`src/rtl/i2s_pkg.sv`:
```
// Shared constants and encodings for the PmodI2S2 frame sequencer.
`timescale 1ns/1ps
package i2s_pkg;

   localparam int CNT_W  = 11;
   localparam int PH_W   = 5;
   localparam int SLOT_W = 5;

   localparam logic [PH_W-1:0] PH_SAMPLE = 5'd20;
   localparam logic [PH_W-1:0] PH_DRIVE  = 5'd0;

   typedef enum logic {
      LEFT  = 1'b0,
      RIGHT = 1'b1
   } half_t;

endpackage

```
`src/rtl/i2s_clkgen.sv`:
```
// Frame counter and registered MCLK/SCLK/LRCK generation for the I2S master.
`timescale 1ns/1ps
module i2s_clkgen
   import i2s_pkg::*;
(
   input  logic              clk100,
   input  logic              rst,
   input  logic              en,
   output logic [PH_W-1:0]   ph,
   output logic [SLOT_W-1:0] slot,
   output logic              half,
   output logic              run,
   output logic              frame_start,
   output logic              mclk,
   output logic              sclk,
   output logic              lrck
);

   logic [CNT_W-1:0] cnt;
   logic [CNT_W-1:0] cnt_next;

   always_comb begin
      run      = en & ~rst;
      cnt_next = en ? cnt + 1'b1 : '0;
   end

   // Clocks are taken from the next count so each one lines up with cnt in the same cycle.
   always_ff @(posedge clk100) begin
      if (rst) begin
         cnt  <= '0;
         mclk <= 1'b0;
         sclk <= 1'b0;
         lrck <= 1'b0;
      end else begin
         cnt  <= cnt_next;
         mclk <= cnt_next[1];
         sclk <= cnt_next[4];
         lrck <= cnt_next[10];
      end
   end

   assign ph          = cnt[PH_W-1:0];
   assign slot        = cnt[CNT_W-2:PH_W];
   assign half        = cnt[CNT_W-1];
   assign frame_start = run && (cnt == '0);

endmodule

```
`src/rtl/i2s_frame_ctrl.sv`:
```
// I2S master for the PmodI2S2: ADC frame deserialiser and handshaked DAC serialiser.
`timescale 1ns/1ps
module i2s_frame_ctrl
   import i2s_pkg::*;
#(
   parameter int DATA_W      = 24,
   parameter int SYNC_STAGES = 2
)(
   input  logic              clk100,
   input  logic              rst,
   input  logic              en,
   output logic              mclk,
   output logic              sclk,
   output logic              lrck,
   input  logic              adc_sdata,
   output logic              dac_sdata,
   output logic [DATA_W-1:0] rx_l,
   output logic [DATA_W-1:0] rx_r,
   output logic              rx_valid,
   input  logic [DATA_W-1:0] tx_l,
   input  logic [DATA_W-1:0] tx_r,
   input  logic              tx_valid,
   output logic              tx_ready,
   output logic              underrun
);

   localparam logic [SLOT_W-1:0] LAST_SLOT = SLOT_W'(DATA_W);

   logic [PH_W-1:0]        ph;
   logic [SLOT_W-1:0]      slot;
   logic                   half;
   logic                   run;
   logic                   frame_start;
   half_t                  cur_half;
   logic                   data_slot;
   logic                   rx_sample;
   logic                   rx_last;
   logic [SYNC_STAGES-1:0] sync;
   logic [DATA_W:0]        shift_in;
   logic [DATA_W-1:0]      rx_shift;
   logic [DATA_W-1:0]      rx_stage;
   logic [DATA_W-1:0]      hold_l;
   logic [DATA_W-1:0]      hold_r;
   logic                   hold_full;
   logic                   accept;
   logic [DATA_W-1:0]      sh_l;
   logic [DATA_W-1:0]      sh_r;
   logic [DATA_W-1:0]      tx_word;
   logic [DATA_W-1:0]      tx_aligned;

   i2s_clkgen u_clkgen (
      .clk100      (clk100),
      .rst         (rst),
      .en          (en),
      .ph          (ph),
      .slot        (slot),
      .half        (half),
      .run         (run),
      .frame_start (frame_start),
      .mclk        (mclk),
      .sclk        (sclk),
      .lrck        (lrck)
   );

   assign cur_half   = half_t'(half);
   assign data_slot  = (slot != '0) && (slot <= LAST_SLOT);
   assign rx_sample  = run && (ph == PH_SAMPLE) && data_slot;
   assign rx_last    = rx_sample && (slot == LAST_SLOT);
   assign shift_in   = {rx_shift, sync[SYNC_STAGES-1]};
   assign accept     = tx_valid & ~hold_full;
   assign tx_ready   = ~hold_full;
   assign tx_word    = (cur_half == LEFT) ? sh_l : sh_r;
   assign tx_aligned = tx_word << (slot - 1'b1);

   always_ff @(posedge clk100) begin
      if (rst) begin
         sync <= '0;
      end else begin
         sync <= {sync[SYNC_STAGES-2:0], adc_sdata};
      end
   end

   // Left word parks in staging so both channels publish together at the end of the right half.
   always_ff @(posedge clk100) begin
      if (rst) begin
         rx_shift <= '0;
         rx_stage <= '0;
         rx_l     <= '0;
         rx_r     <= '0;
         rx_valid <= 1'b0;
      end else begin
         rx_valid <= 1'b0;
         if (rx_sample) begin
            rx_shift <= shift_in[DATA_W-1:0];
         end
         if (rx_last && (cur_half == LEFT)) begin
            rx_stage <= shift_in[DATA_W-1:0];
         end
         if (rx_last && (cur_half == RIGHT)) begin
            rx_l     <= rx_stage;
            rx_r     <= shift_in[DATA_W-1:0];
            rx_valid <= 1'b1;
         end
      end
   end

   // A word accepted on the frame_start cycle cannot be full yet, so that frame underruns.
   always_ff @(posedge clk100) begin
      if (rst) begin
         hold_l    <= '0;
         hold_r    <= '0;
         hold_full <= 1'b0;
         sh_l      <= '0;
         sh_r      <= '0;
         underrun  <= 1'b0;
         dac_sdata <= 1'b0;
      end else begin
         underrun <= 1'b0;
         if (frame_start) begin
            if (hold_full) begin
               sh_l <= hold_l;
               sh_r <= hold_r;
            end else begin
               sh_l     <= '0;
               sh_r     <= '0;
               underrun <= 1'b1;
            end
         end
         if (accept) begin
            hold_l    <= tx_l;
            hold_r    <= tx_r;
            hold_full <= 1'b1;
         end else if (frame_start) begin
            hold_full <= 1'b0;
         end
         if (!run) begin
            dac_sdata <= 1'b0;
         end else if (ph == PH_DRIVE) begin
            dac_sdata <= data_slot ? tx_aligned[DATA_W-1] : 1'b0;
         end
      end
   end

endmodule

```
`config.mk`:
```
export PLATFORM = sky130hd
export DESIGN_NAME = i2s_frame_ctrl
export DESIGN_NICKNAME = d
export VERILOG_FILES = /design/src/rtl/i2s_pkg.sv /design/src/rtl/i2s_clkgen.sv /design/src/rtl/i2s_frame_ctrl.sv
export SDC_FILE = /design/constraint.sdc
export NUM_CORES = 1
export LEC_CHECK = 0
export ABC_AREA = 1
export CAP_MARGIN = 20
export CORE_ASPECT_RATIO = 1.1
export CORE_MARGIN = 5
export CORE_UTILIZATION = 55
export CTS_CLUSTER_SIZE = 24
export DETAILED_ROUTE_END_ITERATION = 16
export GPL_TIMING_DRIVEN = 0
export HOLD_SLACK_MARGIN = 0.1
export PLACE_DENSITY = 0.8
export SYNTH_ARGS = -nofsm -noshare
export SYNTH_HDL_FRONTEND = slang
export SYNTH_SLANG_ARGS = --single-unit
```
`constraint.sdc`:
```
create_clock -name clk100 -period 2.95 [get_ports clk100]
set_clock_uncertainty 0.1 [all_clocks]
set_input_delay 0.4425 -clock clk100 [delete_from_list [all_inputs] [get_ports clk100]]
set_output_delay 0.4425 -clock clk100 [all_outputs]
set_load 0.01 [all_outputs]
```
==> impl_metrics.env, run 1 <==
export IMPL_drc=0
export IMPL_critPathMaxFanout=11
export IMPL_fp_dieH_um=137
export IMPL_htree_levels=1
export IMPL_fp_row_count=46
export IMPL_place_gp_congestion=1.00
export IMPL_design_portCount=108
export IMPL_grt_max_degree=16
export IMPL_dieWidth_um=125
export IMPL_vias_per_cell=5.17
export IMPL_yosysWarnings=0
export IMPL_drv_cap=0
export IMPL_p_int_mw=4.48
export IMPL_final_net_count=1231
export IMPL_slew_violations=0
export IMPL_tightest_slew_ps=639
export IMPL_clk_pin_slew_worst_paths_ps=60
export IMPL_final_setup_worst_slack_ps=266
export IMPL_synth_seq_cells=208
export IMPL_num_vias=7126
export IMPL_wl_met1_um=8370
export IMPL_wl_per_cell_um=14.2
export IMPL_avgSynthCellArea_um2=7.69
export IMPL_setup_viol=0
export IMPL_relSlewSlack=0.574
export IMPL_drt_iter0_drc=428
export IMPL_hold_ws_ps=324
export IMPL_drive_above_1_share=0.0666
export IMPL_end_kind="flop"
export IMPL_ys_seq_area_frac=0.518
export IMPL_top_layer="met4"
export IMPL_powerDensity_nw_per_um2=585
export IMPL_fmax_mhz=373
export IMPL_initial_core_util=0.558
export IMPL_clockBufferDepth=3
export IMPL_cts_tree="yes"
export IMPL_hold_viol_final=0
export IMPL_period_needed_ps=2680
export IMPL_ant_nets=0
export IMPL_peakVddDrop_mv=0.609
export IMPL_clockRootBuffer="clkbuf_16"
export IMPL_clockPowerShare=0.430
export IMPL_route_met2_wl_um=9610
export IMPL_grt_total_usage=0.225
export IMPL_num_antenna_cells=0
export IMPL_power_frac_comb=0.068
export IMPL_period_share=0.910
export IMPL_power_switching_mw=1.37
export IMPL_hold_class="reg -> reg"
export IMPL_path_class="reg -> reg"
export IMPL_cts_resized_gates=0
export IMPL_preCtsSetupSlack_ps=316
export IMPL_dp_hpwl_um=14400
export IMPL_route_met3_wl_um=1070
export IMPL_syn_cell_area_um2=8030
export IMPL_seq_power_share=0.502
export IMPL_rsz0062_at_grt="no"
export IMPL_grt_pass1_vias=6739
export IMPL_portBuffers=106
export IMPL_wirelength_um=19600
export IMPL_power_leakage_nw=3.58
export IMPL_status="finished clean"
export IMPL_p_sw_frac=0.234
export IMPL_cts_sinks=208
export IMPL_crit_required_ps=3260
export IMPL_syn_nets=1102
export IMPL_firstDrtPassIters=5
export IMPL_numCtsBuffers=21
export IMPL_cts_hold_buf=0
export IMPL_dieArea_um2=17100
export IMPL_syn_inst=1044
export IMPL_arrival_ps=2990
export IMPL_area_growth_pct=24.3
export IMPL_cts_setup_buffers=0
export IMPL_clock_latency_ps=480
export IMPL_grt_remaining_overflow=0
export IMPL_tns_ps=0
export IMPL_antenna_found_initial=0
export IMPL_start_kind="flop"
export IMPL_core_um2=14400
export IMPL_grt_first_pass_wirelength_um=32100
export IMPL_ys_types=29
-- critical path, stage by stage (launching register included) --
cell	delay [ps]
dfxtp_1	320
buf_2	180
inv_1	100
clkbuf_1	460
ha_1	310
nand2_1	90
o21a_1	210
nand2_1	200
clkbuf_1	360
nand2_1	100
a21oi_1	170
-- per-layer routing --
layer | track usage | vias up
li1 | - | 3660
met1 | 0.270 | 3224
met2 | 0.415 | 206
met3 | 0.0324 | 36
met4 | 0.0753 | 0
met5 | 0 | -
-- synthesized netlist by cell type --
cell type | number | area (um2)
a21oi_2 | 10 | 87.6
or2_1 | 1 | 6.26
o21ai_0 | 8 | 40.0
nand3_1 | 39 | 195
buf_2 | 15 | 75.1
a21oi_1 | 193 | 966
buf_4 | 1 | 7.51
nor3_4 | 1 | 16.3
buf_1 | 2 | 7.51
o21a_1 | 1 | 7.51
nand2_2 | 10 | 62.6
nand4_1 | 1 | 6.26
o211ai_1 | 5 | 37.5
nor3_2 | 1 | 10.0
nor2_1 | 27 | 101
inv_1 | 65 | 244
xnor2_1 | 1 | 8.76
nand2_1 | 334 | 1250
buf_6 | 4 | 45.0
nor3_1 | 12 | 60.1
nor2_4 | 2 | 22.5
ha_1 | 5 | 62.6
inv_2 | 1 | 3.75
xor2_1 | 2 | 17.5
a211oi_1 | 40 | 300
nand4_4 | 1 | 21.3
clkbuf_1 | 52 | 195
clkinv_1 | 2 | 7.51
dfxtp_1 | 208 | 4160
-- cell families after synthesis --
logic type               synth area share
adder cells (fa/ha/maj)           0.00779
buffers and inverters              0.0729
AND/OR/NAND/NOR                     0.219
XOR/XNOR                          0.00327
AO/OA/AOI/OAI                       0.179
flip-flops                          0.518
-- power by group through the flow --
stage | registers (mW) | logic (mW) | clock network (mW)
6_report | 2.93 | 0.396 | 2.52
5_1_grt | 2.94 | 0.441 | 2.67
4_1_cts | 2.93 | 0.395 | 2.54
3_5_place_dp | 3.00 | 0.392 | 0
3_3_place_gp | 2.99 | 0.386 | 0
2_1_floorplan | 2.99 | 0.236 | 0
-- per-stage QoR --
stage,utilization,power (mW),cells,cell area [um2]
after floorplan,-,3.22,1044,8030
after global placement,0.649,3.38,1342,9330
after detailed placement,0.649,3.39,1342,9330
after CTS,0.694,5.87,1379,9990
after global routing,0.694,6.05,1379,9990
final,0.694,5.85,1379,9990
-- flip-flops by register name, summed over array words and instances (netlist names) --
name	cells
rx_l	24
rx_stage	24
sync	2
rx_valid	1
rx_r	24
hold_l	24
u_clkgen.cnt	11
underrun	1
sh_l	24
dac_sdata	1
rx_shift	23
hold_full	1
sh_r	24
hold_r	24
-- cell type report --
type                    count  area [um2]
fillers                  1189        4400
flip-flops and latches    208        4160
multi-input cells         694        3280
repair buffers            106        1060
clock buffers              29         596
plain buffers              74         330
inverters                  68         255
well taps                 192         240
clock inverters             8        58.8
-- layout by cell type, fill, tap and decap left out, types with 10 or more instances in the layout --
master and count:
nor3_1 12, dfxtp_1 208, clkbuf_1 56, a211oi_1 40, a21oi_2 10, nand2_1 334, nand2_2 10, nor2_1 27
inv_1 65, buf_2 15, nand3_1 39, clkdlybuf4s50_1 106, a21oi_1 193, clkbuf_16 21
-- worst paths after layout --
path | startpoint | endpoint | slack (ps) | cells after the start
hold reg to reg | sync[0] | sync[1] | 320 | 2
setup / recovery | u_clkgen.cnt[5] | rx_shift[10] | 270 | 10
hold / removal | sync[0] | sync[1] | 320 | 2
setup reg to reg | u_clkgen.cnt[5] | rx_shift[10] | 270 | 10
Power figures use the tool's default switching activity.
==> run 2: changes to the inputs <==
--- a/config.mk
+++ b/config.mk
@@ -13,7 +13,6 @@
 export CTS_CLUSTER_SIZE = 24
 export DETAILED_ROUTE_END_ITERATION = 16
 export GPL_TIMING_DRIVEN = 0
-export HOLD_SLACK_MARGIN = 0.1
 export PLACE_DENSITY = 0.8
 export SYNTH_ARGS = -nofsm -noshare
 export SYNTH_HDL_FRONTEND = slang
==> results of run 2 <==
Final layout, timing and power as in run 1 (identical DEF).
==> run 3: changes to the inputs <==
--- a/config.mk
+++ b/config.mk
@@ -7,13 +7,15 @@
 export LEC_CHECK = 0
 export ABC_AREA = 1
 export CAP_MARGIN = 20
+export CELL_PAD_IN_SITES_DETAIL_PLACEMENT = 2
+export CELL_PAD_IN_SITES_GLOBAL_PLACEMENT = 2
 export CORE_ASPECT_RATIO = 1.1
 export CORE_MARGIN = 5
-export CORE_UTILIZATION = 55
+export CORE_UTILIZATION = 32
 export CTS_CLUSTER_SIZE = 24
 export DETAILED_ROUTE_END_ITERATION = 16
 export GPL_TIMING_DRIVEN = 0
-export PLACE_DENSITY = 0.8
+export PLACE_DENSITY_LB_ADDON = 0.1
 export SYNTH_ARGS = -nofsm -noshare
 export SYNTH_HDL_FRONTEND = slang
 export SYNTH_SLANG_ARGS = --single-unit
==> run 3 against run 2 <==
Clock power grew 13%. Core utilization down 28 points. Critical path type unchanged. Critical endpoint unchanged. Maximum frequency grew 2.8%. First-iteration DRC count decreased by 62%. Die area is 66% higher. Sequential power about the same. Flip-flop and latch count is the same. Non-clock buffer count decreased by 1. Register-to-register slack improved by 70 ps. Wire length rose by 32%.
==> impl_metrics.env, run 3 (synthesis results as in run 1) <==
export IMPL_fp_row_count=60
export IMPL_wl_per_cell_um=17.2
export IMPL_period_share=0.885
export IMPL_dieArea_um2=28400
export IMPL_htree_levels=1
export IMPL_final_setup_worst_slack_ps=340
export IMPL_placed_cells=1460
export IMPL_numCtsBuffers=23
export IMPL_power_frac_comb=0.067
export IMPL_p_int_mw=4.76
export IMPL_drv_cap=0
export IMPL_grt_first_pass_wirelength_um=41900
export IMPL_final_core_util=0.415
export IMPL_final_common_cell="nand2_1"
export IMPL_vias_per_cell=4.88
export IMPL_clockRootBuffer="clkbuf_16"
export IMPL_hp_start="sync[0]"
export IMPL_preCtsSetupSlack_ps=58.2
export IMPL_cts_sinks=208
export IMPL_fp_dieH_um=176
export IMPL_hold_class="reg -> reg"
export IMPL_busiest_layer="met2"
export IMPL_grt_met3_usage=0.0210
export IMPL_tightest_slew_ps=698
export IMPL_period_needed_ps=2610
export IMPL_clockBufferDepth=3
export IMPL_grt_pass1_vias=7864
export IMPL_place_gp_congestion=0.819
export IMPL_drc=0
export IMPL_relSlewSlack=0.535
export IMPL_rsz0062_at_grt="no"
export IMPL_peakVddDrop_mv=0.336
export IMPL_seq_power_share=0.473
export IMPL_met1_usage=0.213
export IMPL_dieWidth_um=161
export IMPL_cts_setup_buffers=0
export IMPL_core_um2=24600
export IMPL_clock_latency_ps=510
export IMPL_multiInputGateArea_um2=3280
export IMPL_firstDrtPassIters=4
export IMPL_powerDensity_nw_per_um2=608
export IMPL_status="finished clean"
export IMPL_num_vias=7314
export IMPL_setup_viol=0
export IMPL_antenna_found_initial=0
export IMPL_cts_tree="yes"
export IMPL_met2_usage=0.350
export IMPL_grt_max_degree=13
export IMPL_initial_core_util=0.326
export IMPL_drive_above_1_share=0.0657
export IMPL_path_class="reg -> reg"
export IMPL_critPathMaxFanout=13
export IMPL_dp_hpwl_um=19100
export IMPL_regArea_um2=4160
export IMPL_grt_total_usage=0.180
export IMPL_design_portCount=108
export IMPL_ant_nets=0
export IMPL_portBuffers=106
export IMPL_fmax_mhz=383
export IMPL_startpoint="u_clkgen.cnt[5]"
export IMPL_clk_pin_slew_worst_paths_ps=60
export IMPL_hold_viol_final=0
export IMPL_clockPowerShare=0.459
export IMPL_slew_violations=0
export IMPL_cts_hold_buf=0
export IMPL_end_kind="flop"
export IMPL_drt_iter0_drc=161
export IMPL_cts_resized_gates=0
export IMPL_arrival_ps=2940
export IMPL_final_net_count=1232
export IMPL_r2r_start="u_clkgen.cnt[5]"
export IMPL_crit_required_ps=3280
export IMPL_area_growth_pct=27.1
export IMPL_wirelength_um=25800
export IMPL_power_leakage_nw=3.62
export IMPL_num_antenna_cells=0
export IMPL_stdcell_count=1498
export IMPL_power_switching_mw=1.44
export IMPL_fillers=2850
export IMPL_p_sw_frac=0.233
export IMPL_tns_ps=0
export IMPL_grt_remaining_overflow=0
export IMPL_final_cell_mix="334 x nand2_1, 208 x dfxtp_1, 193 x a21oi_1, 106 x clkdlybuf4s50_1, 65 x inv_1"
export IMPL_start_kind="flop"
run 3: cell types whose count changed in the layout (fill, tap and decap cells not counted), sizes merged:
| cell | previous run | this run |
|---|---|---|
| clkinv | 6 | 5 |
| clkinvlp | 2 | 0 |
| bufinv | 0 | 2 |
| inv | 68 | 66 |
| clkbuf | 81 | 85 |
run 3: layer usage:
metal	routed length [um]	vias to the layer above
li1	-	3663
met3	737	32
met5	0	-
met1	11100	3528
met4	409	0
met2	13600	91
run 3: per-stage QoR:
stage               cell area, um2  power (mW)  hold slack [ps]
floorplan                     8030        3.22              288
global placement              9480        3.41              298
detailed placement            9480        3.42              303
CTS                          10200        6.30              314
global route                 10200        6.47              319
finish                       10200        6.20              310
run 3: final cells by class:
class / instances / share of cell area
flip-flops and latches: 208 / 0.408
clock buffers: 34 / 0.0643
inverters: 68 / 0.0250
clock inverters: 5 / 0.00735
multi-input cells: 694 / 0.322
repair buffers: 106 / 0.104
well taps: 310 / 0.0380
plain buffers: 73 / 0.0320
run 3: final timing paths:
path | end | slack (ps) | cells past startpoint
hold reg to reg | sync[1] | 310 | 2
setup reg to reg | rx_shift[10] | 340 | 9
setup / recovery | rx_shift[10] | 340 | 9
hold / removal | sync[1] | 310 | 2
run 3: critical path, stage by stage (launching register included):
cell and delay [ps]:
dfxtp_1 310, buf_2 190, inv_1 390, ha_1 300, nand2_1 90, o21a_1 210
nand2_1 220, clkbuf_1 440, nand2_1 120, a21oi_1 170
run 3: power by group through the flow:
stage	logic, mW	clock network, mW	registers (mW)
after floorplan	0.236	0	2.99
after global placement	0.413	0	3.00
after detailed placement	0.423	0	3.00
after CTS	0.426	2.94	2.94
after global routing	0.469	3.05	2.94
final	0.416	2.85	2.94
